**src/rtl/debounce_defs.sv**
```systemverilog
// FSM state encodings shared by the debounce logic and anything that decodes its state.
package debounce_defs;
  localparam logic [1:0] ST_IDLE         = 2'd0;
  localparam logic [1:0] ST_PRESS_WAIT   = 2'd1;
  localparam logic [1:0] ST_PRESSED      = 2'd2;
  localparam logic [1:0] ST_RELEASE_WAIT = 2'd3;
endpackage

```
**src/rtl/sync_2ff.sv**
```systemverilog
// Two-flop synchroniser for a single asynchronous input bit.
module sync_2ff (
  input  logic clk,
  input  logic rst_n,
  input  logic d,
  output logic q
);
  logic r_s1;
  logic r_s2;

  always_ff @(posedge clk or negedge rst_n) begin
    if (!rst_n) begin
      r_s1 <= 1'b0;
      r_s2 <= 1'b0;
    end else begin
      r_s1 <= d;
      r_s2 <= r_s1;
    end
  end

  assign q = r_s2;
endmodule

```
**src/rtl/button_debounce_pulse.sv**
```systemverilog
// Synchronises and debounces a raw pushbutton; emits a debounced level plus
// one-cycle press and release pulses.
module button_debounce_pulse
  import debounce_defs::*;
#(
  parameter int STABLE_CYCLES = 4,
  parameter int CNT_W         = 3
) (
  input  logic clk,
  input  logic rst_n,
  input  logic btn_in,
  output logic btn_level,
  output logic btn_pulse,
  output logic btn_release
);
  localparam logic [CNT_W-1:0] CNT_LAST = CNT_W'(STABLE_CYCLES - 1);

  logic             w_sync;
  logic [1:0]       r_state;
  logic [CNT_W-1:0] r_cnt;
  logic             r_level;
  logic             r_pulse;
  logic             r_release;

  sync_2ff u_sync (
    .clk   (clk),
    .rst_n (rst_n),
    .d     (btn_in),
    .q     (w_sync)
  );

  // Pulses default low each cycle so they can only ever last one clock.
  always_ff @(posedge clk or negedge rst_n) begin
    if (!rst_n) begin
      r_state   <= ST_IDLE;
      r_cnt     <= '0;
      r_level   <= 1'b0;
      r_pulse   <= 1'b0;
      r_release <= 1'b0;
    end else begin
      r_pulse   <= 1'b0;
      r_release <= 1'b0;
      case (r_state)
        ST_IDLE: begin
          if (w_sync) begin
            r_state <= ST_PRESS_WAIT;
            r_cnt   <= '0;
          end
        end
        ST_PRESS_WAIT: begin
          if (!w_sync) begin
            r_state <= ST_IDLE;
          end else if (r_cnt == CNT_LAST) begin
            r_state <= ST_PRESSED;
            r_pulse <= 1'b1;
            r_level <= 1'b1;
          end else begin
            r_cnt <= r_cnt + 1'b1;
          end
        end
        ST_PRESSED: begin
          if (!w_sync) begin
            r_state <= ST_RELEASE_WAIT;
            r_cnt   <= '0;
          end
        end
        ST_RELEASE_WAIT: begin
          if (w_sync) begin
            r_state <= ST_PRESSED;
          end else if (r_cnt == CNT_LAST) begin
            r_state   <= ST_IDLE;
            r_release <= 1'b1;
            r_level   <= 1'b0;
          end else begin
            r_cnt <= r_cnt + 1'b1;
          end
        end
        default: begin
          r_state <= ST_IDLE;
          r_cnt   <= '0;
          r_level <= 1'b0;
        end
      endcase
    end
  end

  assign btn_level   = r_level;
  assign btn_pulse   = r_pulse;
  assign btn_release = r_release;
endmodule

```
**config.mk**
```make
export PLATFORM = sky130hd
export DESIGN_NAME = button_debounce_pulse
export DESIGN_NICKNAME = d
export VERILOG_FILES = /design/src/rtl/debounce_defs.sv /design/src/rtl/sync_2ff.sv /design/src/rtl/button_debounce_pulse.sv
export SDC_FILE = /design/constraint.sdc
export NUM_CORES = 1
export LEC_CHECK = 0
export BUFFER_PORTS_ARGS = -buffer_cell sky130_fd_sc_hd__buf_2
export CAP_MARGIN = 20
export CORE_AREA = 2 2 39 41
export CTS_BUF_LIST = sky130_fd_sc_hd__clkbuf_16
export DETAILED_ROUTE_END_ITERATION = 7
export DIE_AREA = 0 0 41 43
export GPL_ROUTABILITY_DRIVEN = 0
export GPL_TIMING_DRIVEN = 1
export SLEW_MARGIN = 40
export SYNTH_ARGS = -nofsm -noshare
export SYNTH_HDL_FRONTEND = slang
export SYNTH_HIERARCHICAL = 1
export SYNTH_SLANG_ARGS = --single-unit
```
**constraint.sdc**
```tcl
create_clock -name clk -period 1.8 [get_ports clk]
set_input_delay 0 -clock clk [delete_from_list [all_inputs] [get_ports clk]]
set_output_delay 0 -clock clk [all_outputs]
set_load 0.05 [all_outputs]
```
==> flow_results.xml, run 1 <==
<?xml version="1.0" encoding="UTF-8"?>
<metrics>
  <group name="synthesis">
    <metric name="netlist-cell-type-count" unit="">13</metric>
    <metric name="synth-edff-count" unit="">0</metric>
    <metric name="synthesis.instances" unit="">34</metric>
    <metric name="seq_area_frac_synth" unit="%">60.1</metric>
    <metric name="synth.most_common_cell" unit="">sky130_fd_sc_hd__dfrtp_1</metric>
    <metric name="synth_largest_area_cell" unit="">sky130_fd_sc_hd__dfrtp_1</metric>
    <metric name="synth.ff_latch_count" unit="">10</metric>
    <metric name="async_reset_ff_share" unit="%">100</metric>
    <metric name="synth_area" unit="um^2">417</metric>
    <metric name="synth_fp_nets" unit="">40</metric>
    <metric name="syn_area_per_cell" unit="um^2">12.3</metric>
    <metric name="post_synth_top_flop" unit="">sky130_fd_sc_hd__dfrtp_1</metric>
    <metric name="netlist_top_cells_area" unit="">sky130_fd_sc_hd__dfrtp_1 60%, sky130_fd_sc_hd__ha_1 9.0%, sky130_fd_sc_hd__o21ai_0 6.0%, sky130_fd_sc_hd__or4b_1 4.8%, sky130_fd_sc_hd__nand2_1 3.6%</metric>
    <metric name="synth.yosys.warnings" unit="">6</metric>
    <metric name="synth_top_cell_area_share" unit="%">60.1</metric>
    <metric name="synth.cells.most_frequent" unit="">10 x sky130_fd_sc_hd__dfrtp_1, 5 x sky130_fd_sc_hd__o21ai_0, 4 x sky130_fd_sc_hd__nand2_1</metric>
  </group>
  <group name="clocking">
    <metric name="count_of_buffers_added_by_post_cts_timing_repair_for_setup" unit="">0</metric>
    <metric name="htree_num_levels" unit="">1</metric>
    <metric name="cts_root_buf" unit="">sky130_fd_sc_hd__clkbuf_16</metric>
    <metric name="clock_latency" unit="ns">0.23</metric>
    <metric name="post_cts_resize_count" unit="">0</metric>
    <metric name="holdBufCountCts" unit="">2</metric>
    <metric name="cts.sink_count" unit="">10</metric>
    <metric name="cts_buffers" unit="">3</metric>
    <metric name="cts.path.max_buffers" unit="">2</metric>
    <metric name="path_clk_slew" unit="ns">0.04</metric>
    <metric name="cts_tree" unit="">done</metric>
  </group>
  <group name="floorplanning">
    <metric name="chipWidth" unit="um">41</metric>
    <metric name="die_height" unit="um">43</metric>
    <metric name="dieArea" unit="mm^2">0.00176</metric>
    <metric name="floorplan.initialDensity" unit="%">30.1</metric>
    <metric name="floorplan.core_area" unit="mm^2">0.00138</metric>
    <metric name="row_count" unit="">14</metric>
    <metric name="boundaryPins" unit="">6</metric>
  </group>
  <group name="cells_and_area">
    <metric name="sequential_standard_cell_area" unit="um^2">250</metric>
    <metric name="post_layout_nonfiller_instances" unit="">61</metric>
    <metric name="antennaDiodeCount" unit="">0</metric>
    <metric name="drive_above_1_share" unit="%">20.0</metric>
    <metric name="area_of_the_multi_input_gates" unit="um^2">163</metric>
    <metric name="syn_to_final_growth" unit="%">34.5</metric>
    <metric name="fin_nets" unit="">52</metric>
    <metric name="filler_cell_count" unit="">136</metric>
  </group>
  <group name="placement">
    <metric name="place_inst" unit="">55</metric>
    <metric name="port-buffer-count" unit="">5</metric>
    <metric name="place_worst_setup_slack" unit="ns">0.310</metric>
  </group>
  <group name="critical_path">
    <metric name="critical_path.most_common_cell" unit="">sky130_fd_sc_hd__ha_1</metric>
    <metric name="worst-setup-path-type" unit="">reg2reg</metric>
    <metric name="cp_data_arrival_time" unit="ns">1.66</metric>
    <metric name="crit_path_leading_delay_family" unit="">simple AND/OR/NAND/NOR gates</metric>
    <metric name="critical-path-max-stage-delay" unit="ns">0.50</metric>
    <metric name="cp.buffers_inverters" unit="">0</metric>
    <metric name="setup.worst_path.end_class" unit="">flip-flop</metric>
    <metric name="cp-start-kind" unit="">flip-flop</metric>
    <metric name="critPathRequiredTime" unit="ns">1.97</metric>
    <metric name="maximum_fanout_along_the_worst_path" unit="">3</metric>
    <metric name="cpMaxStageDelayCell" unit="">sky130_fd_sc_hd__or4b_1</metric>
    <metric name="path_cells" unit="">ha_1 -&gt; ha_1 -&gt; or4b_1 -&gt; nand2_1</metric>
  </group>
  <group name="timing">
    <metric name="unrepaired_setup_endpoints_after_global_routing" unit="">false</metric>
    <metric name="timing.final.hold_violations" unit="">0</metric>
    <metric name="timing.final.setup_violations" unit="">0</metric>
    <metric name="period_share" unit="%">82.6</metric>
    <metric name="worst_slew_margin_rel" unit="%">69.6</metric>
    <metric name="totalNegativeSetupSlack" unit="ns">0</metric>
    <metric name="worstMarginPinSlew" unit="ns">0.453</metric>
    <metric name="layout_setup_ws" unit="ns">0.314</metric>
    <metric name="report.final.slew_viol_count" unit="">0</metric>
    <metric name="fmax" unit="MHz">673</metric>
    <metric name="fin_crit" unit="ns">1.49</metric>
    <metric name="clock-skew-final" unit="ns">0.000396</metric>
  </group>
  <group name="job">
    <metric name="drv_cap" unit="">0</metric>
  </group>
  <group name="routing">
    <metric name="via_per_inst" unit="">4.48</metric>
    <metric name="route.detailed.wl_per_inst" unit="um">11.0</metric>
    <metric name="detail_route.first_pass.iterations" unit="">2</metric>
    <metric name="route.antenna.remaining_nets" unit="">0</metric>
    <metric name="route.vias.total" unit="">273</metric>
    <metric name="initialDrtViolationCount" unit="">3</metric>
    <metric name="routed_wl" unit="um">668</metric>
    <metric name="remaining_drc_errors" unit="">0</metric>
  </group>
  <group name="power">
    <metric name="power-per-cell-area" unit="mW/mm^2">1590</metric>
    <metric name="peakVddDrop" unit="V">0.000665</metric>
    <metric name="cellLeakagePower" unit="nW">0.264</metric>
  </group>
  <group name="grt">
    <metric name="maximum_number_of_pins_on_one_net_before_global_route_repair" unit="">11</metric>
    <metric name="grt.overflow.total" unit="">0</metric>
    <metric name="grt_first_pass_wirelength" unit="um">1080</metric>
    <metric name="first_global_vias" unit="">260</metric>
    <metric name="grt_use_total" unit="%">10.2</metric>
    <metric name="grt_antenna_before_repair" unit="">0</metric>
  </group>
  <group name="hold_path">
    <metric name="worstHoldPathType" unit="">in2async</metric>
  </group>
  <group name="status">
    <metric name="status" unit="">finished clean</metric>
  </group>
</metrics>
## cell usage in the layout (no fill, tap or decap), drive strengths merged
cell         Yosys  final
a21oi            2      2
a31oi            1      1
and2             1      1
buf              0      5
clkbuf           0      3
clkinv           0      1
dfrtp           10     10
dlygate4sd3      0      2
ha               3      3
inv              1      1
mux2             1      1
nand2            4      4
nand3b           1      1
nor3b            2      2
o21ai            5      5
or4b             2      2
xnor2            1      1
## worst register-to-register path, stage by stage (launching register included)
cell                      delay (ns)
sky130_fd_sc_hd__dfrtp_1        0.38
sky130_fd_sc_hd__ha_1           0.22
sky130_fd_sc_hd__ha_1           0.26
sky130_fd_sc_hd__or4b_1         0.50
sky130_fd_sc_hd__nand2_1        0.07
## final timing paths
check	from	to	slack [ns]	cells after the start
max in group asynchronous	rst_n	r_cnt[2]	1.45	2
min	rst_n	btn_pulse	0.15	2
min in group clk	u_sync/r_s1	u_sync/q	0.35	0
max reg2reg	r_cnt[0]	r_cnt[2]	0.31	4
max	r_cnt[0]	r_cnt[2]	0.31	4
min reg2reg	u_sync/r_s1	u_sync/q	0.35	0
## power by group
group	total, W	internal, W	leakage [nW]	switching (W)
clock	0.000389	0.000291	0.0385	0.0000981
sequential	0.000334	0.000282	0.129	0.0000520
combinational	0.000169	0.0000758	0.0959	0.0000929
total	0.000891	0.000648	0.264	0.000243
## cell type report
type / instances / area share (%)
clock inverters: 1 / 0.670
flip-flops and latches: 10 / 44.6
clock buffers: 3 / 13.4
multi-input cells: 23 / 29.0
repair buffers: 7 / 8.04
well taps: 16 / 3.57
inverters: 1 / 0.670
## layer usage
layer  track usage [%]  wire, um  part of all wire (%)
met1              12.8       338                    51
met2              11.9       297                    44
met3              3.14        20                   3.0
met4              12.0        12                   1.8
met5                 0         0                     0
## cells by family after synthesis
logic type / Yosys count / synth area share [%]
flip-flops: 10 / 60.1
AND/OR/NAND/NOR: 10 / 15.3
XOR/XNOR: 1 / 2.10
multiplexers: 1 / 2.70
adder cells (fa/ha/maj): 3 / 9.01
buffers and inverters: 1 / 0.900
AO/OA/AOI/OAI: 8 / 9.91
## sequential cells by signal (all words and copies together), names as in the netlist, named ones only
register     count
r_state          1
u_sync/r_s1      1
u_sync/q         1
btn_release      1
btn_level        1
r_cnt            3
btn_pulse        1
## metrics by stage
stage	utilization, %	hold slack [ns]	area (um^2)	power, W
after floorplan	-	-0.296	417	0.000459
after global placement	33.4	-0.130	462	0.000502
after detailed placement	33.4	-0.129	462	0.000506
after CTS	40.5	0.161	561	0.000909
after global routing	40.5	0.209	561	0.000944
final	40.5	0.154	561	0.000891
No activity file was read; power rests on OpenSTA's default activity.
==> run 2: changes to the inputs <==
==> constraint.sdc (replaced) <==
create_clock -name clk -period 1.2 [get_ports clk]
set_input_delay 0 -clock clk [delete_from_list [all_inputs] [get_ports clk]]
set_output_delay 0 -clock clk [all_outputs]
set_load 0.05 [all_outputs]
==> run 2 against run 1 <==
The flow now finishes with violations (setup timing). Total power up 71%. Sequential power up 51%. Non-clock buffer count up 7. Clock skew up 0.00053 ns. First-iteration DRC count up 67%. Fmax up 6.1%. Utilization up 7.1 points. Routed wire length up 20%. Sequential share of layout area down 6.6 points. Critical endpoint unchanged. Largest cell class unchanged. Highest routed layer unchanged.
==> flow_results.xml, run 2 (synthesis gave the netlist of run 1 again) <==
<?xml version="1.0" encoding="UTF-8"?>
<metrics>
  <group name="grt">
    <metric name="first_global_vias" unit="">306</metric>
    <metric name="maximum_number_of_pins_on_one_net_before_global_route_repair" unit="">11</metric>
    <metric name="grt.overflow.total" unit="">0</metric>
    <metric name="grt_antenna_before_repair" unit="">0</metric>
    <metric name="grt_first_pass_wirelength" unit="um">1390</metric>
    <metric name="grt_use_total" unit="%">13.4</metric>
  </group>
  <group name="clocking">
    <metric name="htree_num_levels" unit="">1</metric>
    <metric name="cts_buffers" unit="">3</metric>
    <metric name="cts.sink_count" unit="">10</metric>
    <metric name="cts_root_buf" unit="">sky130_fd_sc_hd__clkbuf_16</metric>
    <metric name="path_clk_slew" unit="ns">0.04</metric>
    <metric name="cts_tree" unit="">done</metric>
    <metric name="cts.path.max_buffers" unit="">2</metric>
    <metric name="clock_latency" unit="ns">0.23</metric>
  </group>
  <group name="placement">
    <metric name="place.detailed.hpwl" unit="um">555</metric>
    <metric name="port-buffer-count" unit="">5</metric>
    <metric name="dpl_cell_area" unit="um^2">514</metric>
  </group>
  <group name="timing">
    <metric name="unrepaired_setup_endpoints_after_global_routing" unit="">true</metric>
    <metric name="worstMarginPinSlew" unit="ns">0.247</metric>
    <metric name="timing.final.hold_violations" unit="">0</metric>
    <metric name="worst_slew_margin_rel" unit="%">83.4</metric>
    <metric name="layout_setup_ws" unit="ns">-0.201</metric>
    <metric name="clock-skew-final" unit="ns">0.000926</metric>
    <metric name="fmax" unit="MHz">714</metric>
    <metric name="timing.final.setup_violations" unit="">5</metric>
    <metric name="period_share" unit="%">117</metric>
    <metric name="fin_hold_ws" unit="ns">0.154</metric>
    <metric name="report.final.slew_viol_count" unit="">0</metric>
    <metric name="fin_crit" unit="ns">1.40</metric>
  </group>
  <group name="cells_and_area">
    <metric name="filler_cell_count" unit="">131</metric>
    <metric name="top_reg_by_flops" unit="">r_cnt</metric>
    <metric name="area_of_the_multi_input_gates" unit="um^2">211</metric>
    <metric name="layout.cells.most_common" unit="">sky130_fd_sc_hd__dfrtp_1</metric>
    <metric name="largest_register_ff_count" unit="">3</metric>
    <metric name="syn_to_final_growth" unit="%">58.0</metric>
    <metric name="sequential_standard_cell_area" unit="um^2">250</metric>
    <metric name="fin_nets" unit="">59</metric>
    <metric name="finish.instance_area" unit="um^2">658</metric>
    <metric name="most-common-layout-cells" unit="">10 x sky130_fd_sc_hd__dfrtp_1, 7 x sky130_fd_sc_hd__buf_4, 5 x sky130_fd_sc_hd__buf_2</metric>
    <metric name="postLayoutCoreUtil" unit="%">47.6</metric>
    <metric name="antennaDiodeCount" unit="">0</metric>
    <metric name="drive_above_1_share" unit="%">41.2</metric>
  </group>
  <group name="routing">
    <metric name="via_per_inst" unit="">4.76</metric>
    <metric name="route.vias.total" unit="">319</metric>
    <metric name="remaining_drc_errors" unit="">0</metric>
    <metric name="detail_route.first_pass.iterations" unit="">3</metric>
    <metric name="route.antenna.remaining_nets" unit="">0</metric>
    <metric name="initialDrtViolationCount" unit="">5</metric>
    <metric name="routed_wl" unit="um">804</metric>
    <metric name="route.detailed.wl_per_inst" unit="um">12.0</metric>
  </group>
  <group name="critical_path">
    <metric name="timing.rr.start" unit="">r_cnt[0]</metric>
    <metric name="cp_data_arrival_time" unit="ns">1.58</metric>
    <metric name="worstRegToRegCells" unit="">4</metric>
    <metric name="critPathRequiredTime" unit="ns">1.38</metric>
    <metric name="worst-setup-path-type" unit="">reg2reg</metric>
    <metric name="regToRegSetupSlack" unit="ns">-0.20</metric>
    <metric name="regToRegEndpoint" unit="">r_cnt[2]</metric>
    <metric name="maximum_fanout_along_the_worst_path" unit="">2</metric>
    <metric name="setup.worst_path.end_class" unit="">flip-flop</metric>
    <metric name="cp-start-kind" unit="">flip-flop</metric>
  </group>
  <group name="power">
    <metric name="power.switching" unit="W">0.000434</metric>
    <metric name="cellLeakagePower" unit="nW">0.305</metric>
    <metric name="internal-power" unit="W">0.00109</metric>
    <metric name="peakVddDrop" unit="V">0.00108</metric>
    <metric name="power-per-cell-area" unit="mW/mm^2">2310</metric>
    <metric name="p_comb_share" unit="%">28.8</metric>
    <metric name="pwr-share-clk" unit="%">38.0</metric>
    <metric name="power.share.sequential" unit="%">33.2</metric>
    <metric name="power.share.switching" unit="%">28.6</metric>
  </group>
  <group name="hold_path">
    <metric name="worstHoldPathType" unit="">in2async</metric>
  </group>
  <group name="floorplanning">
    <metric name="chipWidth" unit="um">41</metric>
    <metric name="die_height" unit="um">43</metric>
    <metric name="floorplan.core_area" unit="mm^2">0.00138</metric>
    <metric name="row_count" unit="">14</metric>
    <metric name="boundaryPins" unit="">6</metric>
    <metric name="dieArea" unit="mm^2">0.00176</metric>
    <metric name="floorplan.initialDensity" unit="%">30.1</metric>
  </group>
  <group name="status">
    <metric name="failed_checks" unit="">setup timing</metric>
    <metric name="status" unit="">finished, violations left</metric>
  </group>
  <group name="job">
    <metric name="drv_cap" unit="">0</metric>
  </group>
</metrics>
## run 2: stage by stage
| step | setup TNS, ns | instances | worst slack (ns) | power [W] |
|---|---|---|---|---|
| final | -0.710 | 67 | -0.201 | 0.00152 |
| after global routing | -1.00 | 67 | -0.239 | 0.00162 |
| after CTS | -0.757 | 66 | -0.197 | 0.00151 |
| after detailed placement | -0.652 | 60 | -0.197 | 0.000869 |
| after global placement | -0.607 | 60 | -0.182 | 0.000858 |
| after floorplan | -0.376 | 34 | -0.162 | 0.000707 |
## run 2: routing by layer
| metal | track usage, % | up-vias | part of all wire, % |
|---|---|---|---|
| met5 | 0 | - | 0 |
| met4 | 12.0 | 0 | 4.5 |
| met3 | 6.28 | 5 | 6.5 |
| met2 | 15.3 | 9 | 40 |
| met1 | 17.6 | 151 | 49 |
| li1 | - | 154 | - |
## run 2: worst max path at each step
stage                         from  slack (ns)       end
after floorplan           r_cnt[1]       -0.16  r_cnt[2]
after global placement    r_cnt[0]       -0.18  r_cnt[2]
after detailed placement  r_cnt[1]       -0.20  r_cnt[2]
after CTS                 r_cnt[1]       -0.20  r_cnt[2]
after global routing      r_cnt[0]       -0.24  r_cnt[2]
final                     r_cnt[0]       -0.20  r_cnt[2]
## run 2: area by class of cell
cell class	count	share of cell area, %
inverter	1	0.570
timing repair buffer	14	14.8
multi-input combinational	23	32.1
clock buffer	3	11.4
tap	16	3.04
sequential	10	38.0
## run 2: timing repair
action                                  4_1_cts  5_1_grt
hold buffers                                  2        0
endpoints found under the hold margin        11        0
pin swaps                                     1        0
resized for setup                             5        3
buffers inserted                              1        1
endpoints found under the setup margin        5        7
## run 2: power groups by stage
stage / registers, W / clock network [W] / logic, W
final: 0.000505 / 0.000577 / 0.000438
after global routing: 0.000518 / 0.000601 / 0.000499
after CTS: 0.000504 / 0.000584 / 0.000420
after detailed placement: 0.000496 / 0 / 0.000373
after global placement: 0.000492 / 0 / 0.000367
after floorplan: 0.000518 / 0 / 0.000189
## run 2: worst max-delay path: stages (launching register included)
cell and delay (ns):
sky130_fd_sc_hd__dfrtp_1 0.40, sky130_fd_sc_hd__ha_4 0.18, sky130_fd_sc_hd__ha_4 0.20, sky130_fd_sc_hd__or4b_1 0.49
sky130_fd_sc_hd__nand2_1 0.07
